<file path="src/rtl/serial_tx6.sv">
// Parallel-to-serial transmitter for 6-bit words: start bit, 6 data bits LSB first, stop bit.
// TX, BUSY and DONE are registered from the next-state decode, so no input reaches an output combinationally.
module serial_tx6 #(
  parameter int CLKS_PER_BIT = 4
) (
  input  logic       clk,
  input  logic       reset,
  input  logic       LOAD,
  input  logic [5:0] DATAIN,
  output logic       TX,
  output logic       BUSY,
  output logic       DONE
);

  localparam int DATA_W = 6;
  localparam int CW = (CLKS_PER_BIT > 1) ? $clog2(CLKS_PER_BIT) : 1;
  localparam logic [CW-1:0] CNT_LAST = CW'(CLKS_PER_BIT - 1);

  typedef enum logic [1:0] {IDLE, START, DATA, STOP} state_t;

  state_t              state, state_n;
  logic [CW-1:0]       cnt, cnt_n;
  logic [2:0]          idx, idx_n;
  logic [DATA_W-1:0]   shreg, shreg_n;
  logic                tx_n, busy_n, done_n;
  logic                bit_end;

  // With CLKS_PER_BIT=1 the counter stays at 0 and every cycle is a bit boundary.
  assign bit_end = (cnt == CNT_LAST);

  always_ff @(posedge clk or posedge reset) begin
    if (reset) begin
      state <= IDLE;
      cnt   <= '0;
      idx   <= '0;
      shreg <= '0;
      TX    <= 1'b1;
      BUSY  <= 1'b0;
      DONE  <= 1'b0;
    end else begin
      state <= state_n;
      cnt   <= cnt_n;
      idx   <= idx_n;
      shreg <= shreg_n;
      TX    <= tx_n;
      BUSY  <= busy_n;
      DONE  <= done_n;
    end
  end

  always_comb begin
    state_n = state;
    cnt_n   = cnt;
    idx_n   = idx;
    shreg_n = shreg;
    done_n  = 1'b0;
    case (state)
      IDLE: begin
        if (LOAD) begin
          state_n = START;
          shreg_n = DATAIN;
          cnt_n   = '0;
          idx_n   = '0;
        end
      end
      START: begin
        if (bit_end) begin
          state_n = DATA;
          cnt_n   = '0;
        end else begin
          cnt_n = cnt + CW'(1);
        end
      end
      DATA: begin
        if (bit_end) begin
          cnt_n   = '0;
          shreg_n = {1'b0, shreg[DATA_W-1:1]};
          // Leave DATA on the last bit so the index never reaches 6.
          if (idx == 3'd5) begin
            state_n = STOP;
            idx_n   = '0;
          end else begin
            idx_n = idx + 3'd1;
          end
        end else begin
          cnt_n = cnt + CW'(1);
        end
      end
      STOP: begin
        if (bit_end) begin
          state_n = IDLE;
          cnt_n   = '0;
          done_n  = 1'b1;
        end else begin
          cnt_n = cnt + CW'(1);
        end
      end
      default: state_n = IDLE;
    endcase

    // Line level follows the state being entered, so it lines up with the state change.
    case (state_n)
      START:   tx_n = 1'b0;
      DATA:    tx_n = shreg_n[0];
      default: tx_n = 1'b1;
    endcase
    busy_n = (state_n != IDLE);
  end

endmodule

</file>
<file path="config.mk">
export PLATFORM = sky130hd
export DESIGN_NAME = serial_tx6
export DESIGN_NICKNAME = d
export VERILOG_FILES = /design/src/rtl/serial_tx6.sv
export SDC_FILE = /design/constraint.sdc
export NUM_CORES = 1
export LEC_CHECK = 0
export CORE_MARGIN = 5
export CORE_UTILIZATION = 50
export CTS_BUF_LIST = sky130_fd_sc_hd__clkbuf_4 sky130_fd_sc_hd__clkbuf_8 sky130_fd_sc_hd__clkbuf_16
export DETAILED_ROUTE_END_ITERATION = 16
export GPL_TIMING_DRIVEN = 0
export PLACE_DENSITY = 0.78
export SLEW_MARGIN = 20
export SYNTH_ARGS = -nofsm -noshare
export SYNTH_HDL_FRONTEND = slang
export SYNTH_SLANG_ARGS = --single-unit
</file>
<file path="constraint.sdc">
create_clock -name clk -period 1.51 [get_ports clk]
set_input_delay 0.302 -clock clk [delete_from_list [all_inputs] [get_ports clk]]
set_output_delay 0.302 -clock clk [all_outputs]
set_load 0.005 [all_outputs]
</file>
### Yosys cells after proc, flatten, opt, wreduce, memory -nomap -nowiden

Cells that the tools add are included.

| word-level totals | value |
|---|---|
| input port bits | 9 |
| output and inout port bits | 3 |
| word-level logic and storage cells | 43 |
| register bits | 16 |

| cells by class | value |
|---|---|
| equal/unequal tests | 9 |
| mux-type cells | 19 |
| add/subtract/negate cells | 2 |
| reduce and logical (&&, ||, !) cells | 5 |

Operators with widths:

| cell | number |
|---|---|
| two-way mux 2 bit | 7 |
| two-way mux 6 bit | 2 |
| one-hot mux 6 bit (2 select lines) | 1 |
| two-way mux 3 bit | 3 |
| == test 2 bit (second input constant) | 4 |
| one-hot mux 2 bit (4 select lines) | 1 |
| one-hot mux 3 bit (2 select lines) | 1 |
| == test 2 x 1 -> 1 bit (second input constant) | 2 |
| inequality test 2 bit (second input constant) | 2 |
| one-hot mux 2 bit (2 select lines) | 1 |
| nonzero test 2 bit | 2 |
| adder 3 x 1 -> 3 bit (second input constant) | 1 |
| == test 3 bit (second input constant) | 1 |
| AND reduction 3 bit | 1 |
| OR reduction 3 bit | 1 |
| adder 2 x 1 -> 2 bit (second input constant) | 1 |
| logical NOT 2 bit | 1 |
| two-way mux 1 bit | 2 |
| one-hot mux 1 bit (2 select lines) | 1 |

### Depth between registers and ports, before layout

Gate-level depths: netlist of run 1.

| logic depth | value |
|---|---|
| word-level depth | 6 |
| gate-level depth with buffers | 6 |
| gate-level depth less buffers | 5 |

### Worst setup path before layout of run 1

No wires, ideal clock.

| timing | value |
|---|---|
| path type | register to register |
| start | register cnt[0] |
| end | register TX |
| cell stages (with the launch flop) | 7 |
| slack | 0.116 ns |
| required time | 1.433 ns |
| arrival time | 1.317 ns |
| cells stage by stage | dfrtp_1 > ha_1 > and3b_2 > buf_6 > nor2_4 > a21oi_2 > a31oi_1 |

| on the way | value |
|---|---|
| longest elaborated chain between the ends | 5 |

Ends and longest elaborated chain:

| item | RTL line | text |
|---|---|---|
| from (decl) | 22 | `logic [CW-1:0] cnt, cnt_n;` |
| from (signal assigned) | 42 | `cnt <= cnt_n;` |
| == test 2 bit * | 29 | `assign bit_end = (cnt == CNT_LAST);` |
| two-way mux 2 bit, on equally long branches | 90, 67, 75 |  |
| one-hot mux 2 bit (4 select lines) | 57 | `case (state)` |
| == test 2 bit or == test 2 x 1 -> 1 bit (tied branches) | 102 | `case (state_n)` |
| one-hot mux 1 bit (2 select lines) * | 102 |  |
| via tx_n | 25 | `logic tx_n, busy_n, done_n;` |
| to (signal assigned) | 45 | `TX <= tx_n;` |
| to (decl) | 10 | `output logic TX,` |

Mark *: on every way through the listed nets, which the timed path passes. The rest lies on a longest branch. The select of a mux whose other input is x is not followed.
A chain may end at the register's enable or synchronous reset.

### Worst setup path after layout of run 1

Ends and elaborated chain as after synthesis.

==> results.txt, run 1 <==
Vias in the first global route: 565
Top-area cell type share of the netlist area: 0.485
Port bufs: 11
Final Setup Violations: 0
Syn Nets: 83
Clock network power share: 0.155
Synth warn: 0
Core area: 1490 um^2
Yosys reg bits: 16
Vias/cell: 5.31
Synthesis-to-finish area growth: 25.6%
Die area: 2430 um^2
Largest stage delay on the critical path: 390 ps
Post-DP HPWL: 995 um
Die X: 49.3 um
Leakage: 0.440 nW
Routed WL: 1.41 mm
Final setup margin: 85.2 ps
Drt wl/cell: 13.0 um
Worst-Margin Slew: 608 ps
Crit Path Max Fanout: 7
Min Tclk post-route: 1420 ps
Fin Setup TNS: 0 ps
Setup CP Type: flip-flop to flip-flop
Sequential area share after synthesis: 0.519
Status: complete, no violations
Final Hold Slack: 374 ps
Worst setup SP type: flip-flop
WP buf/inv: 1
Max Cap Viol: 0
Slew headroom: 0.594
Clk_skew: 6.54 ps
IO Count: 12
CTS tree: built
Leading area contributor after synthesis: dfrtp_1
Vias: 573
Period utilisation layout: 0.944
Max Clk Rate: 702 MHz
Syn avg cell area: 10.6 um^2
Total Power: 1.80 mW
Die H: 49.3 um
Hold Crit Class: primary input to asynchronous set/reset pin
Final Slew Violations: 0
CTS Buffer Depth: 2
Clock slew seen by the registers of the worst setup and hold paths: 90 ps
Worst Setup End Kind: flip-flop
Cell area after synthesis: 773 um^2
Reg2Reg Depth: 6
Critical Path RT: 1730 ps
Clk Latency, worst-skew pair: 290 ps
Final hold violations: 0
Ranking of synthesized cells by area: dfrtp_1 (49%), nand2_1 (5.3%), a22oi_1 (3.9%), dfstp_2 (3.4%), buf_6 (2.9%)
CTS sink cnt: 16
Pre-CTS setup slack: -327 ps
NetSw: 0.627 mW
Most frequent cells in the layout: dfrtp_1 (15), nand2_1 (11), clkdlybuf4s50_1 (10), buf_4 (5)
R2r startpoint: cnt[0]$_DFFE_PP0P_
Number of diodes: 0
Worst reg2reg endpoint: TX$_DFF_PP1_
GP Congestion: 0.763
Synth cell types: 30
Total grt overflow: 0
Initial antenna violation count: 0
Kind of cell adding the most delay to the critical path: flip-flops
Combinational share of power: 0.437
Sw Share: 0.349
Post-route ant nets: 0
H-tree depth: 1
Root buffer cell: clkbuf_4
Share of layout cells above drive strength 1: 0.196
Drt drc: 0
Arr. time, crit path: 1640 ps
Cell Pwr Density: 1850 nW/um^2
Util after Layout: 0.652
Commonest non-fill, non-tap cell in the layout: dfrtp_1
GRT Overall Usage: 0.128
Peak VDD IR: 0.000975 V
Internal Power: 1.17 mW
Flop pwr share: 0.408
Nets: 103
R2r setup slk: 90 ps
Syn Inst Count: 73
Initial drt markers: 7
Largest net degree at the start of global routing: 17
DR pass1 iterations: 4
First-pass GRT wire length: 2.46 mm
Row Count: 14
Num CTS Buffers: 3
Initial core utilization: 0.519
Worst-path cell chain: ha_2, and3b_2, buf_6, nor2_4, a21oi_2, a31oi_1
Worst path slowest cell: dfrtp_1
[power by group through the flow]
stage,Combinational (mW),Sequential [mW],Clock [mW]
finish,0.785,0.732,0.279
global placement,0.707,0.733,0
floorplan,0.541,0.719,0
global route,0.887,0.754,0.326
CTS,0.739,0.737,0.296
detailed placement,0.734,0.746,0
[flip-flops by register name, summed over array words and instances (netlist names)]
signal and flops:
BUSY 1, DONE 1, TX 1, cnt 2
idx 3, shreg 6, state 2
[synthesized netlist by cell type]
cell	n
a21oi_1	3
a21oi_2	1
a22o_1	1
a22oi_1	4
a31oi_1	1
and3_1	1
and3b_2	1
and4bb_2	1
buf_4	1
buf_6	2
dfrtp_1	15
dfstp_2	1
ha_1	1
inv_1	4
mux2i_1	1
nand2_1	11
nand2b_1	3
nand3_1	1
nand3b_1	3
nand4b_1	1
nor2_1	4
nor2_4	1
nor2b_1	1
nor3_1	2
nor3b_4	1
o21ai_0	2
o21ai_1	1
o31a_1	1
o31ai_1	1
xnor2_1	2
[cells by family after synthesis]
kind of cell / count (synthesis) / share of synthesized area
xor+xnor: 2 / 0.0227
compound gates: 15 / 0.129
fa+ha+maj: 1 / 0.0162
buf+inv: 7 / 0.0582
flops: 16 / 0.519
mux: 1 / 0.0129
simple gates: 31 / 0.241
[final cells by class]
cell class	instances	area [um^2]
clock buffer	4	36.3
fill	124	518
inverter	4	15.0
buffer	3	30.0
sequential	16	402
multi-input combinational	50	329
timing repair buffer	15	139
tap	16	20.0
[through the flow]
| stage | area, um^2 | instances |
|---|---|---|
| after floorplan | 773 | 73 |
| after detailed placement | 903 | 100 |
| after global routing | 971 | 108 |
| after global placement | 903 | 100 |
| final | 971 | 108 |
| after CTS | 948 | 105 |
[worst max-delay path by stage]
stage	depth (start not counted)	startpoint	to
after floorplan	6	cnt[0]$_DFFE_PP0P_	TX$_DFF_PP1_
after global placement	5	LOAD	idx[1]$_DFFE_PP0P_
after detailed placement	5	LOAD	idx[1]$_DFFE_PP0P_
after CTS	6	cnt[0]$_DFFE_PP0P_	TX$_DFF_PP1_
after global routing	6	cnt[0]$_DFFE_PP0P_	TX$_DFF_PP1_
final	6	cnt[0]$_DFFE_PP0P_	TX$_DFF_PP1_
[worst register-to-register path, cell delays in order, from the launching register on]
cell,delay (ps)
dfrtp_1,390
ha_2,230
and3b_2,210
buf_6,130
nor2_4,160
a21oi_2,80
a31oi_1,160
[repair_timing]
action	4_1_cts	5_1_grt
pin swaps	0	1
setup endpoints to repair	3	2
buffers inserted	1	3
gates resized for setup	2	0
hold buffers	0	0
[layer usage]
| metal | up-vias | GRT usage | routed length, um |
|---|---|---|---|
| met5 | - | 0 | 0 |
| met3 | 0 | 0.0214 | 72 |
| met2 | 12 | 0.215 | 689 |
| met4 | 0 | 0.0673 | 0 |
| met1 | 270 | 0.153 | 645 |
| li1 | 291 | - | - |
(Power assumes the default switching activity.)
==> run 2, diff against run 1 <==
- GPL_TIMING_DRIVEN: 0 -> 1
==> run 2 against run 1 <==
  * First-iteration DRC count rose by 14%
  * Cell area grew 0.64%
  * Total power fell by 2.2%
  * Core utilization grew 0.42 points
  * Register-to-register slack improved by 20 ps
  * Clock skew shrank 5.2 ps
  * Non-clock buffer count is 2 higher
  * Combinational power fell by 14%
  * Final cell count increased by 1.9%
  * Sequential power grew 9.4%
  * Clock power hardly changed
==> results.txt, run 2 (synthesis gave the netlist of run 1 again) <==
Share of layout cells above drive strength 1: 0.213 (+0.0171)
Final Setup Violations: 0 (unchanged)
Number of flip-flops under the largest register name: 6 (unchanged)
Die H: 49.3 um (unchanged)
Peak VDD IR: 0.000902 V (-7.5%)
Vias/cell: 5.35 (+0.75%)
Commonest non-fill, non-tap cell in the layout: dfrtp_1
IO Count: 12 (unchanged)
Post-DP HPWL: 1.07 mm (+7.2%)
Period utilisation layout: 0.933 (-0.0101)
Drt wl/cell: 13.0 um (+0.14%)
Status: complete, no violations
Crit Path Max Fanout: 11 (+4)
Die area: 2430 um^2 (unchanged)
Initial drt markers: 8 (+1)
Fillers: 136 (+9.7%)
Post-route ant nets: 0 (unchanged)
Vias in the first global route: 566 (+0.18%)
Routed WL: 1.44 mm (+2.0%)
Arr. time, crit path: 1590 ps (-50 ps)
Final hold violations: 0 (unchanged)
Placed Area: 918 um^2 (+1.7%)
Port bufs: 11 (unchanged)
Clock slew seen by the registers of the worst setup and hold paths: 90 ps (about the same)
Max Cap Viol: 0 (unchanged)
Largest net degree at the start of global routing: 17 (unchanged)
Fin area: 977 um^2 (+0.64%)
Drt drc: 0 (unchanged)
Worst Setup End Kind: flip-flop
CTS Buffer Depth: 2 (unchanged)
DR pass1 iterations: 4 (unchanged)
Synthesis-to-finish area growth: 26.4%
Setup CP Type: flip-flop to flip-flop
H-tree depth: 1 (unchanged)
R2r setup slk: 100 ps (+20 ps)
GRT Overall Usage: 0.139 (+0.0109)
Root buffer cell: clkbuf_4
Vias: 588 (+2.6%)
Cell Pwr Density: 1800 nW/um^2 (-2.9%)
Reg with most FFs: shreg
Number of diodes: 0 (unchanged)
Worst setup SP type: flip-flop
First-pass GRT wire length: 2.59 mm (+5.3%)
Initial core utilization: 0.519 (unchanged)
Total grt overflow: 0 (unchanged)
Num CTS Buffers: 3 (unchanged)
CTS sink cnt: 16 (unchanged)
Clk_skew: 1.32 ps (-5.22 ps)
Leakage: 0.449 nW (+2.0%)
Row Count: 14 (unchanged)
Worst-Margin Slew: 349 ps (-259 ps)
Core area: 1490 um^2 (unchanged)
Slew headroom: 0.768 (+0.173)
GP Congestion: 0.787 (+3.1%)
CTS tree: built
Most frequent cells in the layout: dfrtp_1 (14), nand2_1 (11), clkdlybuf4s50_1 (10), buf_4 (9)
Min Tclk post-route: 1410 ps (-15.3 ps)
Fin Setup TNS: 0 ps (unchanged)
Initial antenna violation count: 0 (unchanged)
Final Slew Violations: 0 (unchanged)
Critical Path RT: 1690 ps (-40 ps)
Util after Layout: 0.656 (+0.00420)
Clk Latency, worst-skew pair: 280 ps (about the same)
Largest regs: shreg: 6 flops, idx: 3 flops
Max Clk Rate: 709 MHz (+1.1%)
Die X: 49.3 um (unchanged)
Nets: 105 (+1.9%)
Hold Crit Class: primary input to asynchronous set/reset pin
-- run 2: cell count changes in the layout (fill, tap and decap cells not counted) --
cell,delta
buf_4,+4
buf_6,-2
dfrtp_1,-1
dfrtp_2,+1
ha_1,+1
ha_2,-1
-- run 2: routing by layer --
layer | up-vias | track usage | share of wire
met5 | - | 0 | 0
met2 | 15 | 0.208 | 0.50
met3 | 5 | 0.0398 | 0.062
met4 | 0 | 0.0673 | 0.021
li1 | 294 | - | -
met1 | 274 | 0.180 | 0.42
-- run 2: final timing paths --
kind                                    start                    to  cells past startpoint
max reg2reg                state[0]$_DFF_PP0_  shreg[5]$_DFFE_PP0P_                      4
max in group asynchronous               reset          TX$_DFF_PP1_                      3
min in group clk           shreg[0]$_DFF_PP0_    shreg[0]$_DFF_PP0_                      2
max                        state[0]$_DFF_PP0_  shreg[5]$_DFFE_PP0P_                      4
min reg2reg                shreg[0]$_DFF_PP0_    shreg[0]$_DFF_PP0_                      2
min                                     reset  shreg[1]$_DFFE_PP0P_                      3
-- run 2: per-stage QoR --
stage	worst slack (ps)	std cells	hold slack, ps	power (mW)
floorplan	116	73	215	1.26
global placement	-19.7	103	457	1.42
detailed placement	-65.3	103	466	1.46
CTS	65.2	107	318	1.73
global route	-4.21	110	336	1.93
finish	100	110	317	1.76
-- run 2: power by group --
part	switching, mW	internal [mW]
clock network	0.129	0.147
registers	0.179	0.621
logic	0.312	0.367
total	0.620	1.14
-- run 2: cell type report --
class	count	area (um^2)	area share
clock buffer	4	36.3	0.0371
inverter	4	15.0	0.0154
multi-input combinational	50	327	0.334
sequential	16	403	0.412
tap	16	20.0	0.0205
timing repair buffer	20	176	0.181
-- run 2: what timing repair did --
action                                  CTS  global route
resized for setup                         1             1
pin swaps                                 0             1
endpoints found under the setup margin    1             2
buffers inserted                          0             3
hold buffers                              0             0
gates cloned                              0             0
-- run 2: critical path: stages, from the launching register on --
cell,delay (ps)
dfrtp_1,510
and3b_2,390
nor2_4,80
buf_4,140
a22o_1,170
